### src/rtl/imm_pkg.sv
// Shared definitions for the immediate decode stage.
// Holds the RV32I/RV64I major opcodes, the output format codes and a
// helper that spots shift-immediate funct3 encodings.
// Optional feature macro used elsewhere: IMM_ZICSR_EN (CSR zimm decode).
package imm_pkg;

  localparam int FMT_W = 3;

  typedef enum logic [FMT_W-1:0] {
    FMT_NONE = 3'd0,
    FMT_I    = 3'd1,
    FMT_S    = 3'd2,
    FMT_B    = 3'd3,
    FMT_U    = 3'd4,
    FMT_J    = 3'd5,
    FMT_Z    = 3'd6,
    FMT_RSVD = 3'd7
  } imm_fmt_e;

  localparam logic [6:0] OPC_LOAD      = 7'b0000011;
  localparam logic [6:0] OPC_MISC_MEM  = 7'b0001111;
  localparam logic [6:0] OPC_OP_IMM    = 7'b0010011;
  localparam logic [6:0] OPC_AUIPC     = 7'b0010111;
  localparam logic [6:0] OPC_OP_IMM_32 = 7'b0011011;
  localparam logic [6:0] OPC_STORE     = 7'b0100011;
  localparam logic [6:0] OPC_OP        = 7'b0110011;
  localparam logic [6:0] OPC_LUI       = 7'b0110111;
  localparam logic [6:0] OPC_OP_32     = 7'b0111011;
  localparam logic [6:0] OPC_BRANCH    = 7'b1100011;
  localparam logic [6:0] OPC_JALR      = 7'b1100111;
  localparam logic [6:0] OPC_JAL       = 7'b1101111;
  localparam logic [6:0] OPC_SYSTEM    = 7'b1110011;

  // SLLI (001) and SRLI/SRAI (101) carry a shift amount instead of an immediate.
  function automatic logic isShiftImm(input logic [2:0] funct3);
    return funct3[1:0] == 2'b01;
  endfunction

endpackage

### src/rtl/imm_decode_stage_if.sv
// Handshake bundle for the immediate decode stage.
// Upstream channel : in_valid, in_ready, in_instr, in_tag
// Downstream channel: out_valid, out_ready, out_imm, out_fmt, out_illegal, out_tag
// Modports: master = the environment (fetch + register-read side),
//           slave  = the decode stage itself.
interface imm_decode_stage_if #(
  parameter int XLEN  = 32,
  parameter int TAG_W = 32
);

  logic                     in_valid;
  logic                     in_ready;
  logic [31:0]              in_instr;
  logic [TAG_W-1:0]         in_tag;
  logic                     out_valid;
  logic                     out_ready;
  logic [XLEN-1:0]          out_imm;
  logic [imm_pkg::FMT_W-1:0] out_fmt;
  logic                     out_illegal;
  logic [TAG_W-1:0]         out_tag;

  modport master (
    output in_valid, in_instr, in_tag, out_ready,
    input  in_ready, out_valid, out_imm, out_fmt, out_illegal, out_tag
  );

  modport slave (
    input  in_valid, in_instr, in_tag, out_ready,
    output in_ready, out_valid, out_imm, out_fmt, out_illegal, out_tag
  );

endinterface

### src/rtl/imm_extract.sv
// Combinational immediate extractor for RV32I/RV64I.
// Ports:
//   i_instr   in  32    instruction word
//   o_imm     out XLEN  sign-/zero-extended immediate
//   o_fmt     out 3     format code (imm_fmt_e)
//   o_illegal out 1     opcode not recognised
// Parameter XLEN: 32 or 64 (64 enables OP-IMM-32/OP-32 and 6-bit shamt).
// Macro IMM_ZICSR_EN: when defined, CSR immediate forms produce FMT_Z.
module imm_extract
  import imm_pkg::*;
#(
  parameter int XLEN = 32
) (
  input  logic [31:0]      i_instr,
  output logic [XLEN-1:0]  o_imm,
  output logic [FMT_W-1:0] o_fmt,
  output logic             o_illegal
);

  logic [6:0]         w_opcode;
  logic [2:0]         w_funct3;
  logic signed [31:0] w_immI;
  logic signed [31:0] w_immS;
  logic signed [31:0] w_immB;
  logic signed [31:0] w_immU;
  logic signed [31:0] w_immJ;
  logic signed [31:0] w_imm32;
  imm_fmt_e           w_fmt;
  logic               w_illegal;

  assign w_opcode = i_instr[6:0];
  assign w_funct3 = i_instr[14:12];

  // Every format sign-extends from instruction bit 31.
  assign w_immI = {{20{i_instr[31]}}, i_instr[31:20]};
  assign w_immS = {{20{i_instr[31]}}, i_instr[31:25], i_instr[11:7]};
  assign w_immB = {{19{i_instr[31]}}, i_instr[31], i_instr[7], i_instr[30:25], i_instr[11:8], 1'b0};
  assign w_immU = {i_instr[31:12], 12'b0};
  assign w_immJ = {{11{i_instr[31]}}, i_instr[31], i_instr[19:12], i_instr[20], i_instr[30:21], 1'b0};

  // Opcode dispatch. Anything not listed (including bits[1:0] != 2'b11) is illegal.
  always_comb begin
    w_imm32   = '0;
    w_fmt     = FMT_NONE;
    w_illegal = 1'b0;
    case (w_opcode)
      OPC_LOAD, OPC_JALR: begin
        w_fmt   = FMT_I;
        w_imm32 = w_immI;
      end
      OPC_OP_IMM: begin
        w_fmt = FMT_I;
        if (isShiftImm(w_funct3)) begin
          w_imm32 = (XLEN == 64) ? {26'b0, i_instr[25:20]} : {27'b0, i_instr[24:20]};
        end else begin
          w_imm32 = w_immI;
        end
      end
      OPC_OP_IMM_32: begin
        if (XLEN == 64) begin
          w_fmt   = FMT_I;
          w_imm32 = isShiftImm(w_funct3) ? {27'b0, i_instr[24:20]} : w_immI;
        end else begin
          w_illegal = 1'b1;
        end
      end
      OPC_STORE: begin
        w_fmt   = FMT_S;
        w_imm32 = w_immS;
      end
      OPC_BRANCH: begin
        w_fmt   = FMT_B;
        w_imm32 = w_immB;
      end
      OPC_LUI, OPC_AUIPC: begin
        w_fmt   = FMT_U;
        w_imm32 = w_immU;
      end
      OPC_JAL: begin
        w_fmt   = FMT_J;
        w_imm32 = w_immJ;
      end
      OPC_OP, OPC_MISC_MEM: begin
        w_fmt = FMT_NONE;
      end
      OPC_OP_32: begin
        w_illegal = (XLEN != 64);
      end
      OPC_SYSTEM: begin
`ifdef IMM_ZICSR_EN
        // CSRRWI/CSRRSI/CSRRCI carry a 5-bit unsigned zimm in the rs1 field.
        if (w_funct3[2] && (w_funct3[1:0] != 2'b00)) begin
          w_fmt   = FMT_Z;
          w_imm32 = {27'b0, i_instr[19:15]};
        end
`else
        w_fmt = FMT_NONE;
`endif
      end
      default: begin
        w_illegal = 1'b1;
      end
    endcase
  end

  // The signed 32-bit intermediate widens by sign extension; zero-extended
  // forms are small positive values so this is harmless for them.
  assign o_imm     = XLEN'(w_imm32);
  assign o_fmt     = w_fmt;
  assign o_illegal = w_illegal;

endmodule

### src/rtl/imm_decode_stage.sv
// Registered immediate decode stage with a 2-entry skid buffer.
// Instructions are decoded combinationally at the input by imm_extract and
// the result is captured into the main register (which drives out_*) or,
// when the main register is stalled, into the skid register.
// Ports:
//   clk   in  1  clock, rising edge
//   rst   in  1  synchronous active-high reset
//   flush in  1  drop every buffered entry (branch redirect)
//   bus   slave modport of imm_decode_stage_if (in_* / out_* handshake)
// Parameters: XLEN (32/64), TAG_W (sideband tag width).
// Macro IMM_ZICSR_EN: enables CSR zimm decoding inside imm_extract.
module imm_decode_stage
  import imm_pkg::*;
#(
  parameter int XLEN  = 32,
  parameter int TAG_W = 32
) (
  input  logic               clk,
  input  logic               rst,
  input  logic               flush,
  imm_decode_stage_if.slave  bus
);

  logic [XLEN-1:0]  w_extImm;
  logic [FMT_W-1:0] w_extFmt;
  logic             w_extIllegal;
  logic             w_accept;
  logic             w_fire;

  logic             r_mainValid;
  logic [XLEN-1:0]  r_mainImm;
  logic [FMT_W-1:0] r_mainFmt;
  logic             r_mainIllegal;
  logic [TAG_W-1:0] r_mainTag;

  logic             r_skidValid;
  logic [XLEN-1:0]  r_skidImm;
  logic [FMT_W-1:0] r_skidFmt;
  logic             r_skidIllegal;
  logic [TAG_W-1:0] r_skidTag;

  imm_extract #(
    .XLEN (XLEN)
  ) u_extract (
    .i_instr   (bus.in_instr),
    .o_imm     (w_extImm),
    .o_fmt     (w_extFmt),
    .o_illegal (w_extIllegal)
  );

  // Ready depends only on stored state (and reset), never on out_ready,
  // so downstream stalls cannot ripple combinationally back to fetch.
  assign bus.in_ready = ~r_skidValid & ~rst;
  assign w_accept     = bus.in_valid & bus.in_ready;
  assign w_fire       = r_mainValid & bus.out_ready;

  // Main/skid update. The main register refills from skid first so that
  // ordering is preserved; skid only fills when main is held by a stall.
  // Flush clears both valids and wins over any simultaneous accept.
  always_ff @(posedge clk) begin
    if (rst) begin
      r_mainValid   <= 1'b0;
      r_mainImm     <= '0;
      r_mainFmt     <= '0;
      r_mainIllegal <= 1'b0;
      r_mainTag     <= '0;
      r_skidValid   <= 1'b0;
      r_skidImm     <= '0;
      r_skidFmt     <= '0;
      r_skidIllegal <= 1'b0;
      r_skidTag     <= '0;
    end else if (flush) begin
      r_mainValid <= 1'b0;
      r_skidValid <= 1'b0;
    end else if (!r_mainValid || w_fire) begin
      if (r_skidValid) begin
        r_mainValid   <= 1'b1;
        r_mainImm     <= r_skidImm;
        r_mainFmt     <= r_skidFmt;
        r_mainIllegal <= r_skidIllegal;
        r_mainTag     <= r_skidTag;
        r_skidValid   <= 1'b0;
      end else if (w_accept) begin
        r_mainValid   <= 1'b1;
        r_mainImm     <= w_extImm;
        r_mainFmt     <= w_extFmt;
        r_mainIllegal <= w_extIllegal;
        r_mainTag     <= bus.in_tag;
      end else begin
        r_mainValid <= 1'b0;
      end
    end else if (w_accept) begin
      r_skidValid   <= 1'b1;
      r_skidImm     <= w_extImm;
      r_skidFmt     <= w_extFmt;
      r_skidIllegal <= w_extIllegal;
      r_skidTag     <= bus.in_tag;
    end
  end

  assign bus.out_valid   = r_mainValid;
  assign bus.out_imm     = r_mainImm;
  assign bus.out_fmt     = r_mainFmt;
  assign bus.out_illegal = r_mainIllegal;
  assign bus.out_tag     = r_mainTag;

endmodule

### src/flat_wrapper.sv
// flat-port wrapper written by rule: the top's interface ports become plain ports
module imm_decode_stage_flat import imm_pkg::*;
#(
  parameter int XLEN  = 32,
  parameter int TAG_W = 32
)
  (clk, rst, flush, bus_in_valid, bus_in_instr, bus_in_tag, bus_out_ready, bus_in_ready, bus_out_valid, bus_out_imm, bus_out_fmt, bus_out_illegal, bus_out_tag);
  imm_decode_stage_if #(.XLEN(XLEN), .TAG_W(TAG_W)) bus_i ();
  input  logic clk;
  input  logic rst;
  input  logic flush;
  input wire logic [$bits(bus_i.in_valid)-1:0] bus_in_valid;
  input wire logic [$bits(bus_i.in_instr)-1:0] bus_in_instr;
  input wire logic [$bits(bus_i.in_tag)-1:0] bus_in_tag;
  input wire logic [$bits(bus_i.out_ready)-1:0] bus_out_ready;
  output wire logic [$bits(bus_i.in_ready)-1:0] bus_in_ready;
  output wire logic [$bits(bus_i.out_valid)-1:0] bus_out_valid;
  output wire logic [$bits(bus_i.out_imm)-1:0] bus_out_imm;
  output wire logic [$bits(bus_i.out_fmt)-1:0] bus_out_fmt;
  output wire logic [$bits(bus_i.out_illegal)-1:0] bus_out_illegal;
  output wire logic [$bits(bus_i.out_tag)-1:0] bus_out_tag;
  assign bus_i.in_valid = bus_in_valid;
  assign bus_i.in_instr = bus_in_instr;
  assign bus_i.in_tag = bus_in_tag;
  assign bus_i.out_ready = bus_out_ready;
  assign bus_in_ready = bus_i.in_ready;
  assign bus_out_valid = bus_i.out_valid;
  assign bus_out_imm = bus_i.out_imm;
  assign bus_out_fmt = bus_i.out_fmt;
  assign bus_out_illegal = bus_i.out_illegal;
  assign bus_out_tag = bus_i.out_tag;
  imm_decode_stage #(.XLEN(XLEN), .TAG_W(TAG_W)) u_core (.clk(clk), .rst(rst), .flush(flush), .bus(bus_i));
endmodule
### config.mk
export PLATFORM = sky130hd
export DESIGN_NAME = imm_decode_stage_flat
export DESIGN_NICKNAME = d
export VERILOG_FILES = /design/src/rtl/imm_pkg.sv /design/src/rtl/imm_decode_stage_if.sv /design/src/rtl/imm_extract.sv /design/src/rtl/imm_decode_stage.sv /design/src/flat_wrapper.sv
export SDC_FILE = /design/constraint.sdc
export NUM_CORES = 1
export LEC_CHECK = 0
export ABC_AREA = 1
export BUFFER_PORTS_ARGS = -buffer_cell sky130_fd_sc_hd__buf_2
export CAP_MARGIN = 30
export CORE_ASPECT_RATIO = 1.5
export CORE_MARGIN = 1
export CORE_UTILIZATION = 30
export CTS_BUF_LIST = sky130_fd_sc_hd__clkbuf_8
export CTS_CLUSTER_SIZE = 16
export DETAILED_ROUTE_END_ITERATION = 12
export PLACE_DENSITY = 0.52
export SYNTH_ARGS = -nofsm -noshare
export SYNTH_HDL_FRONTEND = slang
export SYNTH_SLANG_ARGS = --single-unit
### constraint.sdc
create_clock -name clk -period 1.8 [get_ports clk]
set_input_delay 0.18 -clock clk [delete_from_list [all_inputs] [get_ports clk]]
set_output_delay 0.18 -clock clk [all_outputs]
set_load 0.03 [all_outputs]
==> results of run 1 <==
-- kinds of logic (layout without fill, tap and decap cells) --
family | after synthesis | in the layout | synth area share [%]
AND/OR/NAND/NOR | 523 | 523 | 32.3
AO/OA/AOI/OAI | 225 | 225 | 17.4
flip-flops | 138 | 138 | 42.0
buffers and inverters | 119 | 267 | 8.32
-- sequential cells by signal, summed over array words and instances, names as in the netlist --
name and count:
u_core.bus.out_imm 32, u_core.bus.out_tag 32, u_core.r_skidImm 32, u_core.r_skidTag 32, u_core.bus.out_fmt 3, u_core.r_skidFmt 3
u_core.bus.out_illegal 1, u_core.bus.out_valid 1, u_core.r_skidIllegal 1, u_core.r_skidValid 1
-- cell usage in the layout (no fill, tap or decap), drive strengths merged --
| cell type | synthesis | final |
|---|---|---|
| a211oi | 1 | 1 |
| nand3b | 4 | 4 |
| clkbuf | 34 | 18 |
| bufinv | 0 | 1 |
| nor3 | 1 | 1 |
| o21ai | 138 | 138 |
| a21oi | 79 | 79 |
| nand2 | 215 | 215 |
| buf | 41 | 166 |
| clkinv | 1 | 4 |
| nor2 | 226 | 226 |
| inv | 43 | 50 |
| a31oi | 1 | 1 |
| dfxtp | 138 | 138 |
| nand4 | 6 | 6 |
| clkinvlp | 0 | 3 |
| nor3b | 1 | 1 |
| o21bai | 6 | 6 |
| nor4 | 1 | 1 |
| nand3 | 69 | 69 |
| dlygate4sd3 | 0 | 25 |
-- what timing repair did --
action / in CTS / in global routing
hold buffers: 25 / 0
hold endpoints to repair: 26 / 0
gates resized for setup: 1 / 4
setup endpoints to repair: 1 / 2
-- through the flow --
step                total power [uW]  cells  worst slack [ns]  hold WS [ns]  util [%]
CTS                             6590   1425            0.0197       0.00195      37.8
finish                          6500   1425             0.165        0.0266      37.8
global route                    6820   1425            0.0486       0.00974      37.8
floorplan                       3720   1005             0.201         0.258         -
global placement                4020   1368             0.183         0.454      34.8
detailed placement              4020   1368             0.161         0.459      34.8
-- final cells by class --
| cell class | instances | area (um2) | area share (%) |
|---|---|---|---|
| Clock buffer | 18 | 248 | 3.03 |
| Sequential cell | 138 | 2760 | 33.8 |
| Tap cell | 272 | 340 | 4.16 |
| Multi-Input combinational cell | 748 | 3280 | 40.0 |
| Clock inverter | 14 | 135 | 1.65 |
| Timing Repair Buffer | 191 | 1250 | 15.3 |
| Inverter | 44 | 165 | 2.02 |
-- critical path, stage by stage (launching register included) --
cell     delay, ns
dfxtp_2       0.47
buf_12        0.27
nor2_1        0.07
buf_2         0.18
-- per-layer routing --
layer	GRT usage (%)	vias up	share of wire, %
met5	0	-	0
met1	21.5	3068	44
met2	34.3	132	51
met4	6.88	0	1.9
li1	-	3515	-
met3	3.16	22	3.1
-- worst min path at each step --
stage / start / end / slack, ns / cells past startpoint
finish: bus_in_tag[2] / u_core.r_skidTag[2] / 0.03 / 3
global route: bus_in_tag[24] / u_core.r_skidTag[24] / 0.01 / 3
CTS: bus_in_tag[2] / u_core.r_skidTag[2] / 0.002 / 3
detailed placement: bus_in_tag[29] / u_core.r_skidTag[29] / 0.46 / 3
global placement: bus_in_tag[5] / u_core.r_skidTag[5] / 0.45 / 3
floorplan: flush / u_core.bus.out_valid / 0.26 / 1
-- power by group through the flow --
stage,Clock [uW],Combinational (uW),Sequential (uW)
after global placement,0,770,3250
after detailed placement,0,770,3250
after global routing,2730,897,3190
final,2510,807,3180
after floorplan,0,316,3400
after CTS,2590,815,3180
==> metrics, run 1 <==
Avg Vias per Cell=approximately 4.7; outcome=finished with violations; sequential area share after synthesis=42.0%; via count of the first global-routing pass=6273; crit path launch type=register; Clock power frac=38.6%; worst-skew pair later-pin latency=0.46 ns; layout cells sized above 1=18.6%; syn nets=1074; wire length per cell=around 14 um; Port Buffers=about 140; Fmax=612 MHz; nets=1209; initial antenna violation count=0; Worst EP required=1.62 ns; H-Tree Depth=4; die height=roughly 180 um; synth unique cells=26; GRT Total Usage=18.8%; largest net degree at the start of global routing=63; Worst Hold Class=in -> reg; fillers=2396; Yosys warnings=0; power share of the combinational group=12.4%; Bufs on Longest Clock Path=2; first-pass GRT wire length=32700 um; TNS Setup=0 ns; Num Clock Sinks=138; Reg2Reg Depth=7; final period demand of the worst path=about 1.6 ns; r2r setup slk=between 0.2 and 0.25 ns; crit path to=bus_in_ready; dominant synthesized flop cell=dfxtp_1; Final Max Slew Viols=0; failing checks=DRC; top-count cell post-synth=nor2_1; P_leak=0.00402 uW; Worst Setup SP=u_core.r_skidValid; Final Setup Violations=0; Post-CTS Setup Bufs=0; R2R Path Start=u_core.r_skidValid; Rows=66; DP HPWL=about 13000 um; ant diodes=0; Yosys top cell area share=42.0%; Core ar.=roughly 0.022 mm2; ys async rst share=0%; crit path DAT=1.46 ns; sequential power share=49.0%; switching share of power=29.6%; Syn Inst Count=1005; GRT overflow=0; initial DRC count=340; CTS tree=built; Tcrit/Tclk final=90.8%; die area=between 0.02 and 0.025 mm2; Critical Path Fanout Max=44; Die W=123 um; Reg clk slew, reported paths=roughly 0.080 ns; Critical R2R Capture=u_core.bus.out_tag[30]; area leader, netlist=dfxtp_1; Mean Syn Cell Area=6.55 um2; endpoint class of the critical path=primary output; synth cell count leaders=nor2_1, nand2_1, dfxtp_1; # IOs=139; worst setup path class=reg -> out; Slew headroom=around 57%; clk root buf=clkbuf_8; final hold violations=0; RSZ-0062 raised after global routing=false; Post-synth EDFFs=0; peak supply drop=0.365 mV; Final GP Congestion=0.831; Worst-Margin Slew=0.645 ns; Setup Skew=0.0154 ns; Post-DP Area=0.00754 mm2; Int Pwr=4570 uW; Cell Area, Synth=0.00658 mm2; fin area=between 0.008 and 0.009 mm2; synth top area cells=dfxtp_1, nor2_1, nand2_1; vias=6737; Max-Cap Viols=0; post-synthesis register bit count=138; sw power=1920 uW; DRT antenna net count=0; layout overhead on the synthesized area=24.3%; DRC Markers=2; Pwr per Cell Area=around 790 mW/mm2; Starting Density=30.4%; first drt pass iteration count=8; final wirelength=20500 um; CTS Buf Count=17
No activity file was read; power rests on OpenSTA's default activity.
==> run 2: changes to the inputs <==
ABC_AREA = unset   (was 1)
CAP_MARGIN = unset   (was 30)
PLACE_DENSITY = 0.53   (was 0.52)
==> run 2 against run 1 <==
- the flow now finishes without violations
- fmax is 2.4% lower
- sequential share of layout area is 0.84 points higher
- via count is 17% lower
- global-route usage is 0.55 points lower
- flip-flop and latch count stayed put
- synthesized cell count is 31% lower
- clock power is 4% higher
- worst setup slack worse by 0.040 ns
- critical path type is now reg -> reg
- largest cell class unchanged
==> metrics, run 2 <==
outcome=finished, final reports clean; slowest stage delay, CP=0.63 ns (+0.16 ns); Worst-Margin Slew=0.718 ns (+0.0727 ns); WP buf/inv=0 (-2); via count of the first global-routing pass=5506 (-12%); Worst EP required=2.11 ns (+0.49 ns); CP delay by family, top=simple AND/OR/NAND/NOR gates; Slew headroom=52.1% (-4.9 points); post-synthesis register bit count=138 (unchanged); Reg clk slew, reported paths=0.08 ns (about the same); Num Clock Sinks=138 (unchanged); Final Setup Violations=0 (unchanged); vias=5625 (-17%); worst hold slack=0.0357 ns (+0.00913 ns); wire length per cell=15.9 um (+11%); fin area=0.00799 mm2 (-2.4%); RSZ-0062 raised after global routing=false; Final GP Congestion=0.866 (+4.2%); worst setup path class=reg -> reg; Tcrit/Tclk final=93.1% (+2.2 points); met1 usage=21.3% (-0.18 points); peak supply drop=0.404 mV (+11%); Setup Skew=0.00543 ns (-0.00993 ns); endpoint class of the critical path=register; placed cells=1064 (-22%); final hold violations=0 (unchanged); ys async rst share=0% (unchanged); Worst Hold Class=in -> reg; Port Buffers=138 (unchanged); Yosys top cell area share=46.4% (+4.4 points); layout overhead on the synthesized area=34.0%; Mean Syn Cell Area=8.62 um2 (+32%); # IOs=139 (unchanged); CTS tree=built; initial DRC count=277 (-19%); die height=175 um (-4.8%); Die W=117 um (-4.8%); Syn Inst Count=691 (-31%); Starting Density=30.9% (+0.42 points); area leader, netlist=dfxtp_1; P_leak=0.00308 uW (-23%); syn nets=760 (-29%); Bufs on Longest Clock Path=2 (unchanged); synth top area cells=dfxtp_1, nand2_1, mux2i_1; Final Max Slew Viols=0 (unchanged); r2r setup slk=0.12 ns (-0.10 ns); GR peak layer=met2; DP HPWL=11600 um (-14%); largest net degree at the start of global routing=105 (+67%); sequential area share after synthesis=46.4% (+4.4 points); CTS Buf Count=17 (unchanged); nets=941 (-22%); final period demand of the worst path=1.68 ns (+0.0401 ns); worst-skew pair later-pin latency=0.45 ns (about the same); final wirelength=18200 um (-11%); first-pass GRT wire length=28600 um (-12%); Avg Vias per Cell=4.93 (+4.2%); synth unique cells=56 (+120%); first drt pass iteration count=4 (-4); Max-Cap Viols=0 (unchanged); top-count cell post-synth=dfxtp_1; Cell Area, Synth=0.00596 mm2 (-9.5%); GRT overflow=0 (unchanged); crit path launch type=register; Rows=62 (-6.1%); Fmax=597 MHz (-2.4%); Core ar.=0.0193 mm2 (-11%); fillers=1988 (-17%); met3 Track Usage GR=4.13% (+0.96 points); Layout Cells excl Fill=1142 (-20%); die area=0.0204 mm2 (-9.4%); initial antenna violation count=1 (+1); sequence of cells on the critical path=nand2b_1 -> nor2_1 -> nand2_2 -> nor3b_4 -> a211oi_1; Pwr per Cell Area=821 mW/mm2 (+3.5%); clk root buf=clkbuf_8; TNS Setup=0 ns (unchanged); Yosys warnings=0 (unchanged); CP max stage cell=nor3b_4; synth cell count leaders=dfxtp_1, nand2_1, nor2_1; crit path DAT=1.98 ns (+0.52 ns); layout cells sized above 1=28.2% (+9.6 points); met2 usage in global routing=31.5% (-2.8 points); most frequent cells in the layout=buf_2, dfxtp_1, nand2_1; total power=6560 uW (+0.98%); DRT antenna net count=0 (unchanged); Post-DP Area=0.00707 mm2 (-6.1%); DRC Markers=0 (-2); Critical Path Fanout Max=11 (-75%); H-Tree Depth=4 (unchanged); dominant synthesized flop cell=dfxtp_1; Post-synth EDFFs=0 (unchanged); GRT Total Usage=18.3% (-0.55 points)
run 2: cell types whose count changed after synthesis, sizes merged, moves of 34 or more:
cell | before | now
o21ai | 138 | 35
nand2 | 215 | 126
a211oi | 1 | 54
mux2i | 0 | 34
nor2 | 226 | 77
inv | 43 | 5
nand3 | 69 | 1
run 2: logic make-up (layout without fill, tap and decap cells):
| group | after synthesis | count (layout) | share of synthesized area (%) |
|---|---|---|---|
| buf+inv | 64 | 258 | 4.95 |
| flops | 138 | 138 | 46.4 |
| compound gates | 203 | 203 | 24.1 |
| mux | 34 | 34 | 5.71 |
| other cells | 0 | 1 | 0 |
| simple gates | 252 | 252 | 18.9 |
run 2: final cells by class:
| type | instances | area [um2] | share of cell area (%) |
|---|---|---|---|
| Inverter | 5 | 18.8 | 0.235 |
| Tap cell | 256 | 320 | 4.01 |
| Clock buffer | 19 | 262 | 3.27 |
| Sequential cell | 138 | 2760 | 34.6 |
| Timing Repair Buffer | 221 | 1540 | 19.2 |
| Clock inverter | 13 | 140 | 1.75 |
| Antenna cell | 1 | 2.50 | 0.0313 |
| Multi-Input combinational cell | 489 | 2940 | 36.9 |
run 2: what timing repair did:
action | 4_1_cts | 5_1_grt
endpoints found under the setup margin | 38 | 26
resized for setup | 4 | 3
pin swaps | 0 | 2
hold endpoints to repair | 49 | 0
cloned | 0 | 1
setup buffers | 0 | 1
hold buffers | 43 | 0
run 2: where the power goes:
| part | switching, uW | leakage (uW) | internal, uW | total (uW) |
|---|---|---|---|---|
| Sequential | 36.1 | 0.00112 | 3120 | 3160 |
| Clock | 1300 | 0.000206 | 1320 | 2620 |
| Combinational | 466 | 0.00175 | 313 | 779 |
run 2: worst min-delay path, delay by kind of cell:
family | cells | cell delay, ns
buffers and inverters | 2 | 0.23
and+or+nand+nor | 1 | 0.05
run 2: through the flow:
step                worst slack, ns  utilization (%)
finish                        0.125             41.4
global route                0.00739             41.4
CTS                          0.0718             41.0
detailed placement           -0.176             36.6
global placement             -0.152             36.6
floorplan                    0.0309                -
run 2: worst paths after layout:
kind | from | endpoint | depth (start not counted)
worst max-delay path | u_core.r_skidValid | u_core.r_skidImm[22] | 5
worst min-delay path | flush | u_core.r_skidValid | 3
worst max register to register | u_core.r_skidValid | u_core.r_skidImm[22] | 5
worst min register to register | u_core.r_skidTag[15] | u_core.r_skidTag[15] | 2
run 2: layer usage:
layer,vias to the layer above,wire length (um)
met5,-,0
met4,0,492
met3,30,845
met2,154,9190
met1,2620,7660
li1,2821,-
==> run 3: changes to the inputs <==
RECOVER_POWER = 50   (was unset)
==> run 3 against run 2 <==
- via count grew 0.39%
- hold slack improved by 0.0040 ns
- first-iteration DRC count fell by 18%
- flip-flop and latch count stayed put
- register-to-register slack about the same
==> metrics, run 3 (synthesis gave the netlist of run 2 again) <==
Die W=117 um (unchanged); Reg2Reg Depth=5 (unchanged); CTS tree=built; Critical Path Fanout Max=11 (unchanged); DRC Markers=0 (unchanged); most frequent cells in the layout=dfxtp_1, nand2_1, nor2_1; via count of the first global-routing pass=5506 (unchanged); Bufs on Longest Clock Path=2 (unchanged); Layout Utilization=40.8% (-0.58 points); final wirelength=18300 um (+0.43%); crit path DAT=1.98 ns (about the same); # IOs=139 (unchanged); die area=0.0204 mm2 (unchanged); HP Start=flush; GRT overflow=0 (unchanged); H-Tree Depth=4 (unchanged); endpoint class of the critical path=register; clk root buf=clkbuf_8; P_leak=0.00278 uW (-9.7%); nets=941 (unchanged); worst setup path class=reg -> reg; vias=5647 (+0.39%); Final GP Congestion=0.866 (unchanged); Rows=62 (unchanged); DP HPWL=11600 um (unchanged); worst setup margin=0.128 ns (+0.00357 ns); wire length per cell=16.0 um (+0.43%); Starting Density=30.9% (unchanged); peak supply drop=0.405 mV (about the same); Pwr per Cell Area=829 mW/mm2 (+1.0%); RSZ-0062 raised after global routing=false; layout cells sized above 1=20.5% (-7.8 points); Tcrit/Tclk final=92.9% (-0.20 points); Worst EP required=2.10 ns (about the same); GRT Total Usage=18.3% (unchanged); R2R Path Start=u_core.r_skidValid; worst-skew pair later-pin latency=0.45 ns (about the same); crit path launch type=register; Slew headroom=52.3% (+0.23 points); Avg Vias per Cell=4.94 (+0.39%); CTS Buf Count=17 (unchanged); Worst Hold Class=in -> reg; Setup Skew=0.00528 ns (-0.000151 ns); first drt pass iteration count=4 (unchanged); Max-Cap Viols=0 (unchanged); Core ar.=0.0193 mm2 (unchanged); Worst-Margin Slew=0.714 ns (-0.00350 ns); Critical R2R Capture=u_core.r_skidImm[22]; largest net degree at the start of global routing=105 (unchanged); Worst Setup SP=u_core.r_skidValid; initial antenna violation count=1 (unchanged); first-pass GRT wire length=28600 um (unchanged); Final Setup Violations=0 (unchanged); commonest non-fill, non-tap cell in the layout=dfxtp_1; Final Max Slew Viols=0 (unchanged); worst hold slack=0.0398 ns (+0.00402 ns); initial DRC count=226 (-18%); final hold violations=0 (unchanged); pre-CTS WS=-0.176 ns (unchanged); Fmax=598 MHz (+0.21%); Hold Crit Depth=3 (unchanged); r2r setup slk=0.13 ns (about the same); DRT antenna net count=0 (unchanged); die height=175 um (unchanged); placed cells=1064 (unchanged); outcome=finished, final reports clean; TNS Setup=0 ns (unchanged); Num Clock Sinks=138 (unchanged); Reg clk slew, reported paths=0.08 ns (about the same); Port Buffers=138 (unchanged); final period demand of the worst path=1.67 ns (-0.00357 ns); layout overhead on the synthesized area=32.1%; Hold Path Sink=u_core.r_skidValid; Layout Cells excl Fill=1142 (unchanged)
==> run 3: cell count changes in the layout (fill, tap and decap cells not counted), sizes merged <==
cell and change:
buf -68, clkbuf +68
==> run 3: critical path, cell delays in order, from the launching register on <==
cell and delay [ns]:
dfxtp_2 0.32, nand2b_1 0.15, nor2_1 0.15, nand2_2 0.10, nor3b_4 0.63, a211oi_1 0.17
==> run 3: layout make-up <==
class                      instances  area [um2]
fill                            2030       11400
multi-input combinational        489        2940
sequential                       138        2760
timing repair buffer             221        1420
tap                              256         320
clock buffer                      19         262
clock inverter                    13         140
inverter                           5        18.8
antenna                            1        2.50
==> run 3: worst max-delay path by stage <==
stage	to	slack [ns]	depth (start not counted)
5_1_grt	u_core.r_skidImm[22]	0.007	5
2_1_floorplan	u_core.bus.out_imm[12]	0.03	5
3_3_place_gp	u_core.r_skidImm[22]	-0.15	6
3_5_place_dp	u_core.r_skidImm[22]	-0.18	6
6_report	u_core.r_skidImm[22]	0.13	5
4_1_cts	u_core.r_skidImm[15]	0.07	6
==> run 3: stage by stage <==
stage,instance area [um2],power (uW)
6_report,7880,6530
5_1_grt,7880,6840
4_1_cts,7920,6630
3_5_place_dp,7070,3930
3_3_place_gp,7070,3920
2_1_floorplan,5960,3640
==> run 3: layer usage <==
layer  global-route usage [%]  vias up  part of all wire [%]
met5                        0        -                     0
met4                     7.81        0                   3.0
met3                     4.13       36                   4.4
met2                     31.5      131                    51
met1                     21.3     2663                    42
li1                         -     2817                     -
==> run 3: power breakdown <==
| group | internal, uW | switching [uW] |
|---|---|---|
| Sequential | 3120 | 38.6 |
| Combinational | 290 | 467 |
| Clock | 1320 | 1290 |
==> run 3: repair_timing <==
action	4_1_cts	5_1_grt
gates cloned	0	1
hold endpoints to repair	49	0
endpoints found under the setup margin	38	26
buffers inserted	0	1
pin swaps	0	2
gates resized for setup	4	3
hold buffers	43	0
